--- src/rtl/add_result_buffer.sv ---
// ---------------------------------------------------------------------------
// add_result_buffer
//
// Small synchronous FIFO that captures results from a carry-lookahead adder
// ({cout, sum}) and hands them to a downstream consumer through a
// valid/ready handshake.
//
// Besides buffering, the block keeps two pieces of bookkeeping:
//   carry_count : saturating count of accepted results whose carry-out was 1
//   overflow    : sticky flag, set when a valid result arrived but could not
//                 be accepted (FIFO full and the head was not being retired)
//
// Ports
//   clock        in   single clock, all state updates on its rising edge
//   reset        in   asynchronous, active-high reset
//   in_valid     in   in_sum/in_cout carry a valid adder result this cycle
//   in_sum       in   adder sum, WIDTH bits
//   in_cout      in   adder carry-out
//   in_ready     out  a push this cycle will be accepted (combinational)
//   out_valid    out  out_data holds the head entry
//   out_ready    in   consumer takes the head entry this cycle
//   out_data     out  head entry {cout, sum}, WIDTH+1 bits
//   level        out  current number of stored entries, 0..DEPTH
//   carry_count  out  saturating count of accepted entries with cout=1
//   overflow     out  sticky: a valid result was dropped
//
// Parameters
//   WIDTH  sum width (default 64)
//   DEPTH  number of FIFO entries, a power of two >= 2 (default 4)
// ---------------------------------------------------------------------------
module add_result_buffer #(
  parameter int WIDTH = 64,
  parameter int DEPTH = 4
) (
  input  logic                       clock,
  input  logic                       reset,
  input  logic                       in_valid,
  input  logic [WIDTH-1:0]           in_sum,
  input  logic                       in_cout,
  output logic                       in_ready,
  output logic                       out_valid,
  input  logic                       out_ready,
  output logic [WIDTH:0]             out_data,
  output logic [$clog2(DEPTH):0]     level,
  output logic [15:0]                carry_count,
  output logic                       overflow
);

  // -------------------------------------------------------------------------
  // Local sizes
  // -------------------------------------------------------------------------
  localparam int PW = $clog2(DEPTH);   // pointer width
  localparam int LW = PW + 1;          // level width, must represent DEPTH
  localparam int EW = WIDTH + 1;       // entry width {cout, sum}

  localparam logic [LW-1:0] FULL_LEVEL = LW'(DEPTH);
  localparam logic [15:0]   CARRY_MAX  = 16'hFFFF;

  // -------------------------------------------------------------------------
  // Storage and pointers
  // -------------------------------------------------------------------------
  // DEPTH is a power of two, so the PW-bit pointers wrap modulo DEPTH by
  // plain binary overflow; fullness comes from level, not from the pointers.
  logic [EW-1:0] mem [DEPTH];
  logic [PW-1:0] wr_ptr;
  logic [PW-1:0] rd_ptr;

  // -------------------------------------------------------------------------
  // Handshake decode
  // -------------------------------------------------------------------------
  logic push;
  logic pop;
  logic drop;

  // A full buffer can still take a new result when the head leaves in the
  // same cycle: the freed slot is the one the write pointer lands on.
  assign in_ready  = (level < FULL_LEVEL) || out_ready;
  assign out_valid = (level != '0);

  assign push = in_valid && in_ready;
  assign pop  = out_valid && out_ready;
  assign drop = in_valid && !in_ready;

  // Head is always read from storage; a result is never forwarded straight
  // from in_* to out_*, which gives the one-cycle write-to-read latency.
  assign out_data = mem[rd_ptr];

  // -------------------------------------------------------------------------
  // Next-state computation
  // -------------------------------------------------------------------------
  logic [LW-1:0] level_nxt;
  logic [15:0]   carry_nxt;

  always_comb begin
    // NOTE: every combinational output gets a default before any branch so
    // no path leaves it unassigned, which would otherwise infer a latch.
    level_nxt = level;
    unique case ({push, pop})
      2'b10:   level_nxt = level + LW'(1);
      2'b01:   level_nxt = level - LW'(1);
      default: level_nxt = level;   // both or neither: count unchanged
    endcase
  end

  always_comb begin
    carry_nxt = carry_count;
    if (push && in_cout && (carry_count != CARRY_MAX)) begin
      carry_nxt = carry_count + 16'd1;
    end
  end

  // -------------------------------------------------------------------------
  // Control state: pointers, level, statistics
  // -------------------------------------------------------------------------
  // NOTE: state registers use non-blocking assignments so every flop samples
  // the pre-edge values of the others, independent of statement order.
  always_ff @(posedge clock or posedge reset) begin
    if (reset) begin
      wr_ptr      <= '0;
      rd_ptr      <= '0;
      level       <= '0;
      carry_count <= '0;
      overflow    <= 1'b0;
    end else begin
      if (push) begin
        wr_ptr <= wr_ptr + PW'(1);
      end
      if (pop) begin
        rd_ptr <= rd_ptr + PW'(1);
      end
      level       <= level_nxt;
      carry_count <= carry_nxt;
      if (drop) begin
        overflow <= 1'b1;           // sticky until reset
      end
    end
  end

  // -------------------------------------------------------------------------
  // Entry storage
  // -------------------------------------------------------------------------
  // NOTE: the data array is deliberately left out of reset; out_data is only
  // meaningful while out_valid=1, and leaving it unreset lets it map onto
  // plain flops or a register file without reset wiring.
  always_ff @(posedge clock) begin
    if (push) begin
      mem[wr_ptr] <= {in_cout, in_sum};
    end
  end

endmodule
--- config.mk ---
export PLATFORM = sky130hd
export DESIGN_NAME = add_result_buffer
export DESIGN_NICKNAME = d
export VERILOG_FILES = /design/src/rtl/add_result_buffer.sv
export SDC_FILE = /design/constraint.sdc
export NUM_CORES = 1
export LEC_CHECK = 0
export BUFFER_PORTS_ARGS = -buffer_cell sky130_fd_sc_hd__buf_2
export CAP_MARGIN = 20
export CORE_ASPECT_RATIO = 0.75
export CORE_MARGIN = 10
export CORE_UTILIZATION = 38
export DETAILED_ROUTE_END_ITERATION = 6
export PLACE_DENSITY_LB_ADDON = 0.05
export SETUP_SLACK_MARGIN = 0.15
export SYNTH_ARGS = -nofsm -noshare
export SYNTH_HDL_FRONTEND = slang
export SYNTH_SLANG_ARGS = --single-unit
--- constraint.sdc ---
create_clock -name clock -period 4.9 [get_ports clock]
set_clock_uncertainty 0.2 [all_clocks]
set_input_delay 0.49 -clock clock [delete_from_list [all_inputs] [get_ports clock]]
set_output_delay 0.49 -clock clock [all_outputs]
set_load 0.01 [all_outputs]
* Word level (Yosys, flattened, before mapping)
Memories as Yosys holds them, arrays and structs flattened.
Index checks and enable logic that the tools add are counted.
W data, S select, Z words.
** Storage, ports and cells
- Bits in registers :: 24
- Bits in writable memories :: 260
- Output and inout port bits :: 87
- Logic and storage cells :: 27
- Memories :: 1
** Operators by class
- $add $sub $neg :: 5
- Order comparisons :: 1
- Equal/unequal tests :: 3
- Muxes and demuxes :: 3
- Reductions and logical operators :: 9
** Memory list
- mem :: depth 4, bits a word 65, read ports 1, clocked after Yosys merged registers in 0, wr ports 1, RTL line 64 : logic [EW-1:0] mem [DEPTH];
** Operators with widths (count)
- $add A16 B1 Y16 const B :: 1
- $ne A16 B16 Y1 const B :: 1
- $pmux W3 S2 :: 1
- $logic_and A1 B1 Y1 :: 5
- $add A2 B1 Y2 const B :: 2
- $add A3 B1 Y3 const B :: 1
- $lt A3 B3 Y1 const B :: 1
- $reduce_bool A3 Y1 :: 1
- $sub A3 B1 Y3 const B :: 1
- $eq A2 B1 Y1 const B :: 1
- $eq A2 B2 Y1 const B :: 1
- $mux W1 :: 2
- $reduce_bool A2 Y1 :: 1
- $logic_not A1 Y1 :: 1
- $logic_or A1 B1 Y1 :: 1

* Longest topological paths before layout
- Word-level depth :: 5
- Mapped depth :: 9
- Mapped depth without buffers :: 8

* Least setup slack after synthesis
No wires, ideal clock.
- Kind :: input-to-reg
- Start point :: input out_ready
- End point :: memory mem[0][0] (netlist bit), enable pin
- Library setup time :: 0.430 ns
- Data arrival time :: 2.358 ns
- Data required time :: 4.270 ns
- Path slack :: 1.912 ns
- Stages on the path :: 3
- Cells stage by stage :: nand2b_1 -> buf_2 -> and3_1
** Between the ends
- Word-level cells in the longest chain between the ends :: 4
** Ends and longest elaborated chain
- from (decl) :: RTL line 42 : input logic out_ready,
- $logic_or A1 B1 Y1 :: RTL line 77 : assign in_ready = (level < FULL_LEVEL) || out_ready;
- named net in_ready :: RTL line 40 : output logic in_ready,
- $logic_and A1 B1 Y1 :: RTL line 80 : assign push = in_valid && in_ready;
- $mux W1 :: RTL line 146 : if (push) begin
- $mux W1 (not written as such) :: RTL line 147 : mem[wr_ptr] <= {in_cout, in_sum};
- to (decl) :: RTL line 64
The timed path passes the listed nets, and every way through them passes these cells.

* Worst setup path in the final report
- Start point :: register rd_ptr[0]
- End point :: output out_data[56]
** Between the ends
- Word-level cells in the longest chain between the ends :: 1
** Ends and longest elaborated chain
- from (decl) :: RTL line 66 : logic [PW-1:0] rd_ptr;
- from (signal assigned) :: RTL line 129 : rd_ptr <= rd_ptr + PW'(1);
- $mem_v2 Z4 W65
- to (decl) :: RTL line 43 : output logic [WIDTH:0] out_data,
Every way passes these cells.

==> reports/qor.txt <==
Pin count of the biggest net entering global routing: 67
Post-synth EDFFs: 260
Clock sinks: 284
Clock power share: 27.4%
Hold Vio Cnt, Final: 0
Crit share post-route: 69.7%
I/O pins: 156
CP Class: reg -> out
Detail Route Antenna Nets: 0
DRC Markers: 0
Count of state elements after synthesis: 284
Post-synth cell types: 34
Mapped cell area: 10600 sq um
N_diodes: 0
Vias in the first global route: 5922
Dpl cell area: 11800 sq um
Design area: 13400 sq um
Seq. cell area: 8420 sq um
Leak: 4.76 nW
Total Neg Setup Slack: 0 ns
Mapped Avg Cell Area: 23.4 sq um
Warnings, synthesis: 0
Area occupied by multi-input gates: 2110 sq um
DR WL/cell: 21.3 um
Hold Path Class: in -> reg
Mapped Nets: 529
P_sw: 2.17 mW
Setup violations, final: 0
CTS buffer count: 29
Crit path arrival time: 2.72 ns
Flop pwr share: 46.8%
CP Launch Type: flip-flop
Vias: 5255
First-pass GRT wire length: 35300 um
1st-iter DRT viols: 228
FILL cells: 2282
CTS tree: done
Vias per cell: 4.93
Initial Util: 38.9%
Internal: 5.26 mW
Total grt overflow: 0
Post-synth ARST share: 8.45%
Fin. max-slew vios: 0
Postcts setup bufs: 0
Switching part of the total: 29.2%
Share of cells above drive strength 1: 39.0%
Comb power frac: 25.9%
H-tree levels: 1
Total GRT Usage: 13.1%
Main flop type after synthesis: edfxtp_1
Routed wire length: 22700 um
Hpwl dp: 13800 um
CP Max Fanout: 43
Max-slew headroom: 29.5%
Outcome: complete, no violations
MaxCap Viol Count: 0
Die width: 213 um
Worst Max-Slew Pin Slew: 1.06 ns
Worst-case clock buffer depth: 3
Clock latency at the later pin of the worst-skew pair: 0.53 ns
Detailed Routing Iterations Pass 1: 4
Initial antenna violation count: 0
Power per cell area: 556 nW/um^2
Cell row count: 52
VDD IR max: 0.287 mV
Synth-to-Final Area Change: 26.1%
Nets@finish: 771
Sequential area share after synthesis: 79.4%
Syn Inst Count: 453
Crit path capture type: primary output
Clock-pin slew on the worst setup and hold paths: 0.06 ns
DIE AREA: 35000 sq um
GPL Wtd Cong: 0.781
Fmax: 0.293 GHz
Die Y: 165 um
RSZ-0062 raised after global routing: false
Core Box Area: 27200 sq um
IO buf count: 155
CTS Root Cell: clkbuf_16
Tmin final: 3.41 ns
WP data required: 4.21 ns
-- cells by family (layout without fill, tap and decap cells) --
family,after synthesis,in the layout,share of synthesized area (%)
flip-flops,284,284,79.4
multiplexers,70,70,14.3
AND/OR/NAND/NOR,48,48,2.81
buffers and inverters,23,285,0.910
XOR/XNOR,18,18,1.49
adder cells (fa/ha/maj),7,7,0.898
AO/OA/AOI/OAI,3,3,0.165
-- synthesized netlist by cell type (all sizes together), types with 6 or more instances --
master	number	share of area (%)
mux4	65	14
nand2	10	0.35
edfxtp	260	74
xor2	15	1.2
buf	10	0.45
inv	7	0.25
dfrtp	24	5.7
ha	6	0.71
nor3	7	0.43
clkbuf	6	0.21
-- worst paths after layout --
path                       startpoint              end  slack (ns)  cells past startpoint
max                         rd_ptr[0]     out_data[56]        1.49                      3
min                           in_cout       mem[0][64]        0.03                      1
max reg2reg                  level[2]       mem[2][14]        2.41                      3
min reg2reg                  overflow         overflow        0.29                      1
max in group asynchronous       reset        rd_ptr[1]        3.88                      4
min in group asynchronous       reset  carry_count[13]        0.23                      3
-- registers in the layout, summed over array words and instances (netlist names) --
name         count
level            3
overflow         1
rd_ptr           2
mem            260
wr_ptr           2
carry_count     16
-- stage by stage --
step / util [%] / total power [mW] / worst slack, ns / cells / hold slack [ns]
after global routing: 49.1 / 7.84 / 1.21 / 1066 / 0.00457
after global placement: 43.4 / 5.45 / 1.94 / 949 / 0.293
after floorplan: - / 4.62 / 1.91 / 453 / 0.298
after CTS: 49.0 / 7.59 / 1.34 / 1065 / 0.000319
after detailed placement: 43.4 / 5.48 / 1.93 / 949 / 0.283
final: 49.1 / 7.42 / 1.49 / 1066 / 0.0262
-- placed cells by master (no fill, tap or decap), drive strengths merged --
cell,n
o21ai,2
mux2i,1
inv,7
nand2b,2
nand4bb,1
clkbuf,33
or4b,1
buf,162
xnor2,3
nor3,7
nor2,4
dlygate4sd3,65
fa,1
and3,5
nor3b,1
mux4,65
nand2,10
o21bai,1
clkinv,16
nor4,5
or3,1
dfrtp,24
edfxtp,260
nand3,3
nor4bb,1
nand4,5
bufinv,2
mux2,4
xor2,15
and2,2
ha,6
-- power groups by stage --
| stage | logic [mW] | registers [mW] | clock network (mW) |
|---|---|---|---|
| 6_report | 1.92 | 3.47 | 2.03 |
| 5_1_grt | 2.09 | 3.55 | 2.21 |
| 4_1_cts | 1.99 | 3.50 | 2.10 |
| 3_5_place_dp | 1.94 | 3.55 | 0 |
| 3_3_place_gp | 1.92 | 3.53 | 0 |
| 2_1_floorplan | 1.33 | 3.29 | 0 |
-- per-layer routing --
metal / share of wire [%] / track usage [%]
met1: 43 / 17.1
met5: 0 / 0
met2: 49 / 21.7
met4: 2.4 / 3.50
met3: 5.6 / 3.11
-- critical path, cell delays in order, from the launching register on --
cell     delay (ns)
dfrtp_4        1.02
buf_4          0.43
mux4_2         0.56
buf_2          0.16
-- cell type report --
class	instances	share of cell area, %
sequential	284	63.0
multi-input combinational	146	15.8
timing repair buffer	227	11.2
clock buffer	33	5.54
tap	351	3.29
clock inverter	18	0.993
inverter	7	0.197
-- timing repair --
| action | CTS | global route |
|---|---|---|
| endpoints found under the hold margin | 267 | 0 |
| hold buffers | 65 | 0 |
| resized for setup | 0 | 0 |
(Power assumes the default switching activity.)
